## src/rtl/cpu_types_pkg.sv

```systemverilog
// Shared CPU types: data word, memory-controller FSM states, func3 encodings and size helpers.
package cpu_types_pkg;
  typedef logic [31:0] word_t;

  localparam int NUM_LANES = 4;
  localparam int VEC_W     = 8;

  localparam logic [2:0] LB  = 3'b000;
  localparam logic [2:0] LH  = 3'b001;
  localparam logic [2:0] LW  = 3'b010;
  localparam logic [2:0] LBU = 3'b100;
  localparam logic [2:0] LHU = 3'b101;
  localparam logic [2:0] SB  = 3'b000;
  localparam logic [2:0] SH  = 3'b001;
  localparam logic [2:0] SW  = 3'b010;

  typedef enum logic [2:0] {IDLE, ACCESS, RMW_RD, RMW_WR, MISAL} memctl_state_t;
  typedef enum logic [1:0] {SZ_B, SZ_H, SZ_W} mem_size_t;

  typedef struct packed {
    logic [2:0] func3;
    logic [1:0] off;
    logic       wr;
  } mem_req_t;

  // Unlisted func3 encodings fall through to word size.
  function automatic mem_size_t size_of(input logic [2:0] f3);
    case (f3)
      LB, LBU: size_of = SZ_B;
      LH, LHU: size_of = SZ_H;
      default: size_of = SZ_W;
    endcase
  endfunction

  function automatic logic misaligned(input logic [2:0] f3, input logic [1:0] off);
    case (size_of(f3))
      SZ_H:    misaligned = off[0];
      SZ_W:    misaligned = |off;
      default: misaligned = 1'b0;
    endcase
  endfunction
endpackage

```

## src/rtl/mem_lane_align.sv

```systemverilog
// Combinational byte-lane logic: load extract/extend and sub-word store merge into a read word.
module mem_lane_align
  import cpu_types_pkg::*;
(
  input  word_t       rdata,
  input  word_t       wdata,
  input  logic [1:0]  off,
  input  logic [2:0]  func3,
  output word_t       load_ext,
  output word_t       merged
);
  logic [NUM_LANES-1:0][VEC_W-1:0] rd_l, wr_l, mg_l;
  mem_size_t   sz;
  logic        sgn;
  logic [7:0]  byte_v;
  logic [15:0] half_v;

  assign rd_l   = rdata;
  assign wr_l   = wdata;
  assign sz     = size_of(func3);
  assign sgn    = ~func3[2];
  assign byte_v = rd_l[off];
  assign half_v = off[1] ? rdata[31:16] : rdata[15:0];

  always_comb begin
    case (sz)
      SZ_B:    load_ext = {{24{sgn & byte_v[7]}}, byte_v};
      SZ_H:    load_ext = {{16{sgn & half_v[15]}}, half_v};
      default: load_ext = rdata;
    endcase
  end

  // Sub-word store data sits in the low lanes of rs2 and is steered to the addressed lanes.
  for (genvar k = 0; k < NUM_LANES; k++) begin : g_lane
    localparam logic [1:0] K  = 2'(k);
    localparam int         HK = k % 2;
    logic hit;
    always_comb begin
      case (sz)
        SZ_B:    hit = (off == K);
        SZ_H:    hit = (off[1] == K[1]);
        default: hit = 1'b1;
      endcase
    end
    assign mg_l[k] = !hit        ? rd_l[k] :
                     (sz == SZ_B) ? wr_l[0] :
                     (sz == SZ_H) ? wr_l[HK] : wr_l[k];
  end

  assign merged = mg_l;
endmodule

```

## src/rtl/mem_req_ctrl.sv

```systemverilog
// MEM-stage dcache request controller: word-aligned requests, RMW sub-word stores, load extend.
// Optional LR/SC reservation support is built when MEM_ATOMIC_EN is defined.
module mem_req_ctrl
  import cpu_types_pkg::*;
#(
  parameter int TIMEOUT_W = 8
) (
  input  logic        CLK,
  input  logic        nRST,
  input  logic        dREN_i,
  input  logic        dWEN_i,
  input  logic [31:0] addr_i,
  input  logic [31:0] store_i,
  input  logic [2:0]  func3_i,
  input  logic        atomic_i,
  input  logic        dhit,
  input  logic [31:0] dmemload,
  output logic        dmemREN,
  output logic        dmemWEN,
  output logic [31:0] dmemaddr,
  output logic [31:0] dmemstore,
  output logic        dhit_o,
  output logic        busy_o,
  output logic [31:0] load_o,
  output logic        misalign_o,
  output logic        timeout_o
);
  memctl_state_t        state, state_n;
  mem_req_t             req_q;
  logic                 hold_q, scfail_q;
  logic [TIMEOUT_W-1:0] wait_cnt;
  word_t                ext_w, merged_w;
  logic                 req_v, mis_w, sc_fail_w;
  mem_size_t            sz_i;

  // dmemstore holds rs2 during RMW_RD, so it doubles as the merge source.
  mem_lane_align u_align (
    .rdata    (dmemload),
    .wdata    (dmemstore),
    .off      (req_q.off),
    .func3    (req_q.func3),
    .load_ext (ext_w),
    .merged   (merged_w)
  );

  // The latch drops its request on the edge after dhit_o, so that cycle is ignored.
  assign req_v  = (dREN_i | dWEN_i) & ~hold_q;
  assign mis_w  = misaligned(func3_i, addr_i[1:0]);
  assign sz_i   = size_of(func3_i);
  assign busy_o = (dREN_i | dWEN_i) & ~dhit_o;

`ifdef MEM_ATOMIC_EN
  logic        resv_v, lr_q, resv_hit;
  logic [29:0] resv_a;

  assign resv_hit  = resv_v & (resv_a == addr_i[31:2]);
  assign sc_fail_w = dWEN_i & atomic_i & ~resv_hit;

  always_ff @(posedge CLK or negedge nRST) begin
    if (!nRST) begin
      resv_v <= 1'b0;
      resv_a <= '0;
      lr_q   <= 1'b0;
    end else if (state == IDLE && req_v) begin
      lr_q <= ~dWEN_i & atomic_i;
      if (dWEN_i & (atomic_i | resv_hit)) resv_v <= 1'b0;
    end else if (state == ACCESS && dhit && lr_q) begin
      resv_v <= 1'b1;
      resv_a <= dmemaddr[31:2];
    end
  end
`else
  logic unused_atomic;
  assign unused_atomic = atomic_i;
  assign sc_fail_w     = 1'b0;
`endif

  always_ff @(posedge CLK or negedge nRST) begin
    if (!nRST) state <= IDLE;
    else       state <= state_n;
  end

  always_comb begin
    state_n    = state;
    dmemREN    = 1'b0;
    dmemWEN    = 1'b0;
    dhit_o     = 1'b0;
    misalign_o = 1'b0;
    load_o     = '0;
    case (state)
      IDLE: begin
        if (req_v) begin
          if (mis_w || sc_fail_w)            state_n = MISAL;
          else if (!dWEN_i || sz_i == SZ_W)  state_n = ACCESS;
          else                               state_n = RMW_RD;
        end
      end
      ACCESS: begin
        dmemREN = ~req_q.wr;
        dmemWEN = req_q.wr;
        if (dhit) begin
          dhit_o  = 1'b1;
          state_n = IDLE;
          if (!req_q.wr) load_o = ext_w;
        end
      end
      RMW_RD: begin
        dmemREN = 1'b1;
        if (dhit) state_n = RMW_WR;
      end
      RMW_WR: begin
        dmemWEN = 1'b1;
        if (dhit) begin
          dhit_o  = 1'b1;
          state_n = IDLE;
        end
      end
      MISAL: begin
        // Shared by misaligned drops and failed SC; only the latter reports load_o=1.
        dhit_o     = 1'b1;
        misalign_o = ~scfail_q;
        load_o     = {31'b0, scfail_q};
        state_n    = IDLE;
      end
      default: state_n = IDLE;
    endcase
  end

  always_ff @(posedge CLK or negedge nRST) begin
    if (!nRST) begin
      req_q     <= '0;
      dmemaddr  <= '0;
      dmemstore <= '0;
      hold_q    <= 1'b0;
      scfail_q  <= 1'b0;
      wait_cnt  <= '0;
      timeout_o <= 1'b0;
    end else begin
      hold_q <= dhit_o;
      if (state == IDLE && req_v) begin
        req_q     <= '{func3: func3_i, off: addr_i[1:0], wr: dWEN_i};
        dmemaddr  <= {addr_i[31:2], 2'b00};
        dmemstore <= store_i;
        scfail_q  <= ~mis_w & sc_fail_w;
      end else if (state == RMW_RD && dhit) begin
        dmemstore <= merged_w;
      end
      if (state inside {ACCESS, RMW_RD, RMW_WR}) begin
        if (dhit)                 wait_cnt <= '0;
        else if (wait_cnt != '1)  wait_cnt <= wait_cnt + TIMEOUT_W'(1);
        if (&wait_cnt)            timeout_o <= 1'b1;
      end
    end
  end
endmodule
```

## config.mk

```make
export PLATFORM = sky130hd
export DESIGN_NAME = mem_req_ctrl
export DESIGN_NICKNAME = d
export VERILOG_FILES = /design/src/rtl/cpu_types_pkg.sv /design/src/rtl/mem_lane_align.sv /design/src/rtl/mem_req_ctrl.sv
export SDC_FILE = /design/constraint.sdc
export NUM_CORES = 1
export LEC_CHECK = 0
export CAP_MARGIN = 10
export CELL_PAD_IN_SITES_DETAIL_PLACEMENT = 1
export CELL_PAD_IN_SITES_GLOBAL_PLACEMENT = 1
export CORE_ASPECT_RATIO = 0.5
export CORE_MARGIN = 2
export CORE_UTILIZATION = 36
export CTS_BUF_LIST = sky130_fd_sc_hd__clkbuf_4 sky130_fd_sc_hd__clkbuf_8
export DETAILED_ROUTE_END_ITERATION = 10
export PLACE_DENSITY = 0.92
export SYNTH_ARGS = -nofsm -noshare
export SYNTH_HDL_FRONTEND = slang
export SYNTH_HIERARCHICAL = 1
export SYNTH_SLANG_ARGS = --single-unit
export TNS_END_PERCENT = 1
```

## constraint.sdc

```tcl
create_clock -name CLK -period 2.4 [get_ports CLK]
set_input_delay 0.6 -clock CLK [delete_from_list [all_inputs] [get_ports CLK]]
set_output_delay 0.6 -clock CLK [all_outputs]
set_load 0.01 [all_outputs]
```

Word level (Yosys, flattened, before mapping)

Index checks and enable logic that the tools add are counted.

Reduce and logical (&&, ||, !) cells: 25
Muxes and demuxes: 38
Order comparisons: 1
Bitwise logic cells: 10
Eq/ne operators: 24
Add/sub/neg operators: 1

Operator list:

| operator              | count |
|---|---|
| $mux W32              | 5 |
| $mux W8               | 12 |
| $pmux W32 S2          | 1 |
| $bmux W8 S2           | 1 |
| $mux W16              | 1 |
| $pmux W1 S2           | 8 |
| $eq A3 B3 Y1 const B  | 5 |
| $mux W3               | 4 |
| $reduce_or A2 Y1      | 6 |
| $reduce_and A2 Y1     | 5 |
| $eq A3 B1 Y1 const B  | 3 |
| $logic_not A3 Y1      | 3 |
| $pmux W3 S3           | 1 |
| $reduce_and A9 Y1     | 1 |
| $add A8 B1 Y8 const B | 1 |
| $ne A4 B4 Y1 const B  | 2 |
| $ne A8 B8 Y1 const B  | 1 |
| $pmux W2 S2           | 2 |
| $eq A2 B1 Y1 const B  | 3 |
| $eq A2 B2 Y1 const B  | 3 |
| $eq A3 B2 Y1 const B  | 2 |
| $ne A2 B2 Y1 const B  | 3 |
| $not A1 Y1            | 5 |
| $and A1 B1 Y1         | 4 |
| 13 further kinds      | 17 |

Output and inout port bits: 102
Register bits: 81
Logic and storage cells: 111
Bits of input ports: 105

Logic depth before layout (Yosys ltp)

Depth in word-level cells: 9
Depth in mapped cells: 8
Depth with buffers taken out: 5

By module

The synthesis kept the hierarchy.

Modules (own cells, without submodules):

| module         | instances | sequential area each (um2) | area each (um2) | cells each |
|---|---|---|---|---|
| mem_req_ctrl   | 1         | 2,026.9                    | 4,199.0         | 313 |
| mem_lane_align | 1         | 0.0                        | 1,604.0         | 207 |

Least setup slack after synthesis

Ideal clock, no wire load.

Path kind: input to output
From: in dmemload[15]
To: out load_o[15]
Slack: 0.213 ns
Data arrival time: 1.587 ns
Path buffers: 0
Stages: 4
Required time: 1.800 ns
Path through: mux2_2 a32oi_1 a21oi_1 and2_1

Cells in the longest elaborated chain, start to end: 7
Elaborated cells on any way between the ends: 8
Those cells by class: 7 x mux; 1 x bitwise

Ends and longest elaborated chain:

| item                          | RTL line             | source |
|---|---|---|
| start, declared               | mem_req_ctrl.sv:17   | `input logic [31:0] dmemload,` |
| $bmux W8 S2                   | mem_lane_align.sv:22 | `assign byte_v = rd_l[off];` |
| $mux W8 (implied by the code) | mem_lane_align.sv:22 |  |
| $and A1 B1 Y1                 | mem_lane_align.sv:27 | `SZ_B: load_ext = {{24{sgn & byte_v[7]}}, byte_v};` |
| $pmux W32 S2 (*)              | mem_lane_align.sv:26 | `case (sz)` |
| net ext_w[15]                 | mem_req_ctrl.sv:32   | `word_t ext_w, merged_w;` |
| $mux W32 (*)                  | mem_req_ctrl.sv:104  | `if (!req_q.wr) load_o = ext_w;` |
| $mux W32 (*)                  | mem_req_ctrl.sv:101  | `if (dhit) begin` |
| $mux W32 (*)                  | mem_req_ctrl.sv:90   | `case (state)` |
| end, declared                 | mem_req_ctrl.sv:24   | `output logic [31:0] load_o,` |

Mark *: on every way through the listed nets, which the timed path passes. The rest lies on a longest branch. The select of a mux whose other input is x is not followed.

Worst setup path after layout

From: reg req_q[1] in the netlist's numbering
To: out load_o[18]

Cells in the longest elaborated chain, start to end: 7

Ends and longest elaborated chain:

| item                          | RTL line             | source |
|---|---|---|
| start, declared               | mem_req_ctrl.sv:29   | `mem_req_t req_q;` |
| start signal, assigned        | mem_req_ctrl.sv:141  | `req_q <= '{func3: func3_i, off: addr_i[1:0], wr: dWEN_i};` |
| $bmux W8 S2                   | mem_lane_align.sv:22 |  |
| $mux W8 (implied by the code) | mem_lane_align.sv:22 |  |
| $and A1 B1 Y1                 | mem_lane_align.sv:27 |  |
| $pmux W32 S2                  | mem_lane_align.sv:26 |  |
| net ext_w[18]                 | mem_req_ctrl.sv:32   |  |
| $mux W32                      | mem_req_ctrl.sv:104  |  |
| $mux W32                      | mem_req_ctrl.sv:101  |  |
| $mux W32                      | mem_req_ctrl.sv:90   |  |

The timed path passes the listed nets, and every way through them passes these cells. The select of a mux whose other input is x is not followed.

==> flow_metrics.env <==
export IMPL_grt_setup_unrepaired="yes"
export IMPL_core_region_area_um2=15600
export IMPL_min_period_over_period_pct=121
export IMPL_start_util_pct=37.3
export IMPL_clock_tree_from_tritoncts="built"
export IMPL_cts_root_buffer_cell="sky130_fd_sc_hd__clkbuf_8"
export IMPL_synthCells=520
export IMPL_utilization_pct=56.8
export IMPL_max_cap_violations=0
export IMPL_cts_buffer_depth=2
export IMPL_worst_case_vdd_ir_drop_uv=456
export IMPL_relSlewSlack_pct=59.9
export IMPL_design_die_area_um2=17200
export IMPL_yosysTopAreaCell="sky130_fd_sc_hd__dfrtp_1"
export IMPL_vias=5534
export IMPL_synthTopCellsByArea="sky130_fd_sc_hd__dfrtp_1, sky130_fd_sc_hd__mux2_4, sky130_fd_sc_hd__mux2_2, sky130_fd_sc_hd__and2_1, sky130_fd_sc_hd__a21oi_1"
export IMPL_numCtsBuffers=9
export IMPL_final_min_clock_period_ps=2910
export IMPL_firstDrtPassIters=5
export IMPL_tightestPinTransition_ps=602
export IMPL_synth_async_sr_flop_share_pct=100
export IMPL_wl_per_cell_um=24.2
export IMPL_grt_usage_pct=28.2
export IMPL_synth_edff_count=0
export IMPL_violations="negative setup slack"
export IMPL_path_clk_slew_ps=110
export IMPL_grt_max_degree=41
export IMPL_finalHoldWorstSlack_ps=212
export IMPL_grt_use_met3_pct=5.35
export IMPL_drc_violation_count_after_routing=0
export IMPL_postSynthAreaPerCell_um2=11.2
export IMPL_maxSlewViolCount=0
export IMPL_first_pass_grt_wire_length_mm=36.8
export IMPL_power_density_nw_per_um2=1450
export IMPL_achievable_frequency_mhz=343
export IMPL_met2_usage_pct=50.5
export IMPL_most_common_library_cell_in_the_layout_ignoring_fill_and_taps="sky130_fd_sc_hd__clkdlybuf4s50_1"
export IMPL_detailed_placement_wirelength_estimate_mm=16.0
export IMPL_clock_tree_htree_level_count=3
export IMPL_detail_route_antenna_nets=0
export IMPL_clock_skew_final_ps=14.2
export IMPL_fin_nets=889
export IMPL_post_synth_top_flop="sky130_fd_sc_hd__dfrtp_1"
export IMPL_yosysWarningCount=6
export IMPL_layoutNonFillerInstCount=994
export IMPL_dpl_cell_count=952
export IMPL_r2r_setup_slack_ps=-20
export IMPL_number_of_setup_violations_in_the_final_report=33
export IMPL_placement_io_buffers=203
export IMPL_synth_yosys_seq_area_share_pct=34.9
export IMPL_die_span_in_x_um=184
export IMPL_hold_path_class="input port to asynchronous set/reset pin"
export IMPL_pin_count=207
export IMPL_yosys_cell_types_count=52
export IMPL_highest_count_cells_in_the_layout_ignoring_fill_and_taps="sky130_fd_sc_hd__clkdlybuf4s50_1, sky130_fd_sc_hd__mux2_2, sky130_fd_sc_hd__dfrtp_1"
export IMPL_startpoint_type="register"
export IMPL_vias_per_cell=5.57
export IMPL_groute_layer_met1_usage_pct=32.5
export IMPL_timing_critical_path_to_type="output port"
export IMPL_first_global_vias=6262
export IMPL_grt_busiest_layer="met2"
export IMPL_timing_setup_critical_path_class="register to output port"
export IMPL_clock_sinks=81
export IMPL_synth_seq_cells=81
export IMPL_area_delta_synth_final_pct=52.6
export IMPL_fraction_of_layout_cells_with_a_size_suffix_above_1_pct=41.5
export IMPL_worst_slack_ps=-512
export IMPL_critical_path_required_ps=1800
export IMPL_floorplan_rows=32
export IMPL_yosys_area_top_type_share_pct=34.9
export IMPL_initial_antenna_violation_count=3
export IMPL_cp_data_arrival_time_ps=2310
export IMPL_global_route_overflow_total=0
export IMPL_drt_total_wl_mm=24.1
export IMPL_status="finished, violations left"
export IMPL_clk_insertion_delay_late_ps=380
export IMPL_initialDrtViolationCount=296
export IMPL_synth_cell_area_um2=5800
export IMPL_total_power_mw=12.9
export IMPL_finalSetupTns_ps=-13340
export IMPL_gp_routability_congestion=0.836
export IMPL_maximum_fanout_along_the_worst_path=5
export IMPL_power_leakage_nw=4.04
export IMPL_chipHeight_um=93.8
export IMPL_hold_viol_final=0
worst max-delay path, stage by stage, from the launching register on:
cell                      delay, ps
sky130_fd_sc_hd__dfrtp_1        450
sky130_fd_sc_hd__buf_6          160
sky130_fd_sc_hd__mux2_4         320
sky130_fd_sc_hd__a22oi_2        250
sky130_fd_sc_hd__buf_4          180
sky130_fd_sc_hd__buf_6          130
sky130_fd_sc_hd__buf_6          110
sky130_fd_sc_hd__a21oi_1         70
sky130_fd_sc_hd__and2_1         140
sky130_fd_sc_hd__buf_2          130
timing repair:
item	in CTS	in global routing
cloned	2	0
gates resized for setup	166	23
endpoints found under the setup margin	39	35
pin swaps	11	9
hold buffers	0	0
setup buffers	21	1
synthesized netlist by cell type, drive strengths merged, types with 2 or more instances:
library cell,number
inv,5
nor3,8
buf,30
a21o,2
and2,34
nor2,24
o22a,2
mux2i,18
dfrtp,81
and3b,8
nand3,13
nor3b,2
a31oi,3
a21oi,41
nor2b,11
a221o,8
clkbuf,10
or4,3
o21bai,6
o21ai,20
mux2,151
nand2,23
logic make-up (layout without fill, tap and decap cells):
group	Yosys count	after routing	share of synthesized area (%)
DFF	81	81	34.9
adders and majority gates	1	1	0.216
AOI/OAI and AO/OA	89	89	10.0
buffers and inverters	45	312	5.09
and+or+nand+nor	134	134	13.0
muxes	169	169	36.7
other	1	4	0.0646
final cells by class:
type                    count  area [µm²]
clock inverters             7        95.1
multi-input cells         395        3600
diodes                      2        5.00
fillers                  1639        6720
clock buffers               9         124
flip-flops and latches     81        2030
well taps                 204         255
inverters                   5        18.8
repair buffers            291        2720
per-stage QoR:
step | setup slack [ps] | instance area (µm²)
global route | -556 | 8850
global placement | -701 | 8380
detailed placement | -789 | 8380
floorplan | 213 | 5810
finish | -512 | 8850
CTS | -403 | 8760
state kept, by name, indices dropped and copies added (netlist names):
| name | cells |
|---|---|
| timeout_o | 1 |
| dmemstore | 32 |
| req_q | 6 |
| hold_q | 1 |
| state | 3 |
| wait_cnt | 8 |
| dmemaddr | 30 |
worst paths after layout:
| check | from | end | depth (start not counted) |
|---|---|---|---|
| max | req_q[1]$_DFFE_PN0P_ | load_o[18] | 9 |
| max in group asynchronous | nRST | dmemaddr[30]$_DFFE_PN0P_ | 2 |
| min in group CLK | timeout_o$_DFFE_PN0P_ | timeout_o$_DFFE_PN0P_ | 1 |
| min reg2reg | timeout_o$_DFFE_PN0P_ | timeout_o$_DFFE_PN0P_ | 1 |
| min | nRST | dmemstore[16]$_DFFE_PN0P_ | 1 |
| max reg2reg | req_q[1]$_DFFE_PN0P_ | dmemstore[18]$_DFFE_PN0P_ | 8 |
metal layers:
metal | routed length (µm) | vias to the layer above | share of wire, %
li1 | - | 2398 | -
met5 | 0 | - | 0
met4 | 1100 | 0 | 4.6
met2 | 12000 | 270 | 50
met1 | 9740 | 2783 | 40
met3 | 1260 | 83 | 5.2
where the power goes:
group	switching (mW)	internal [mW]
clock	0.642	0.516
sequential	0.696	2.05
combinational	3.84	5.14
Note: power is estimated with default switching activity, not from simulation.
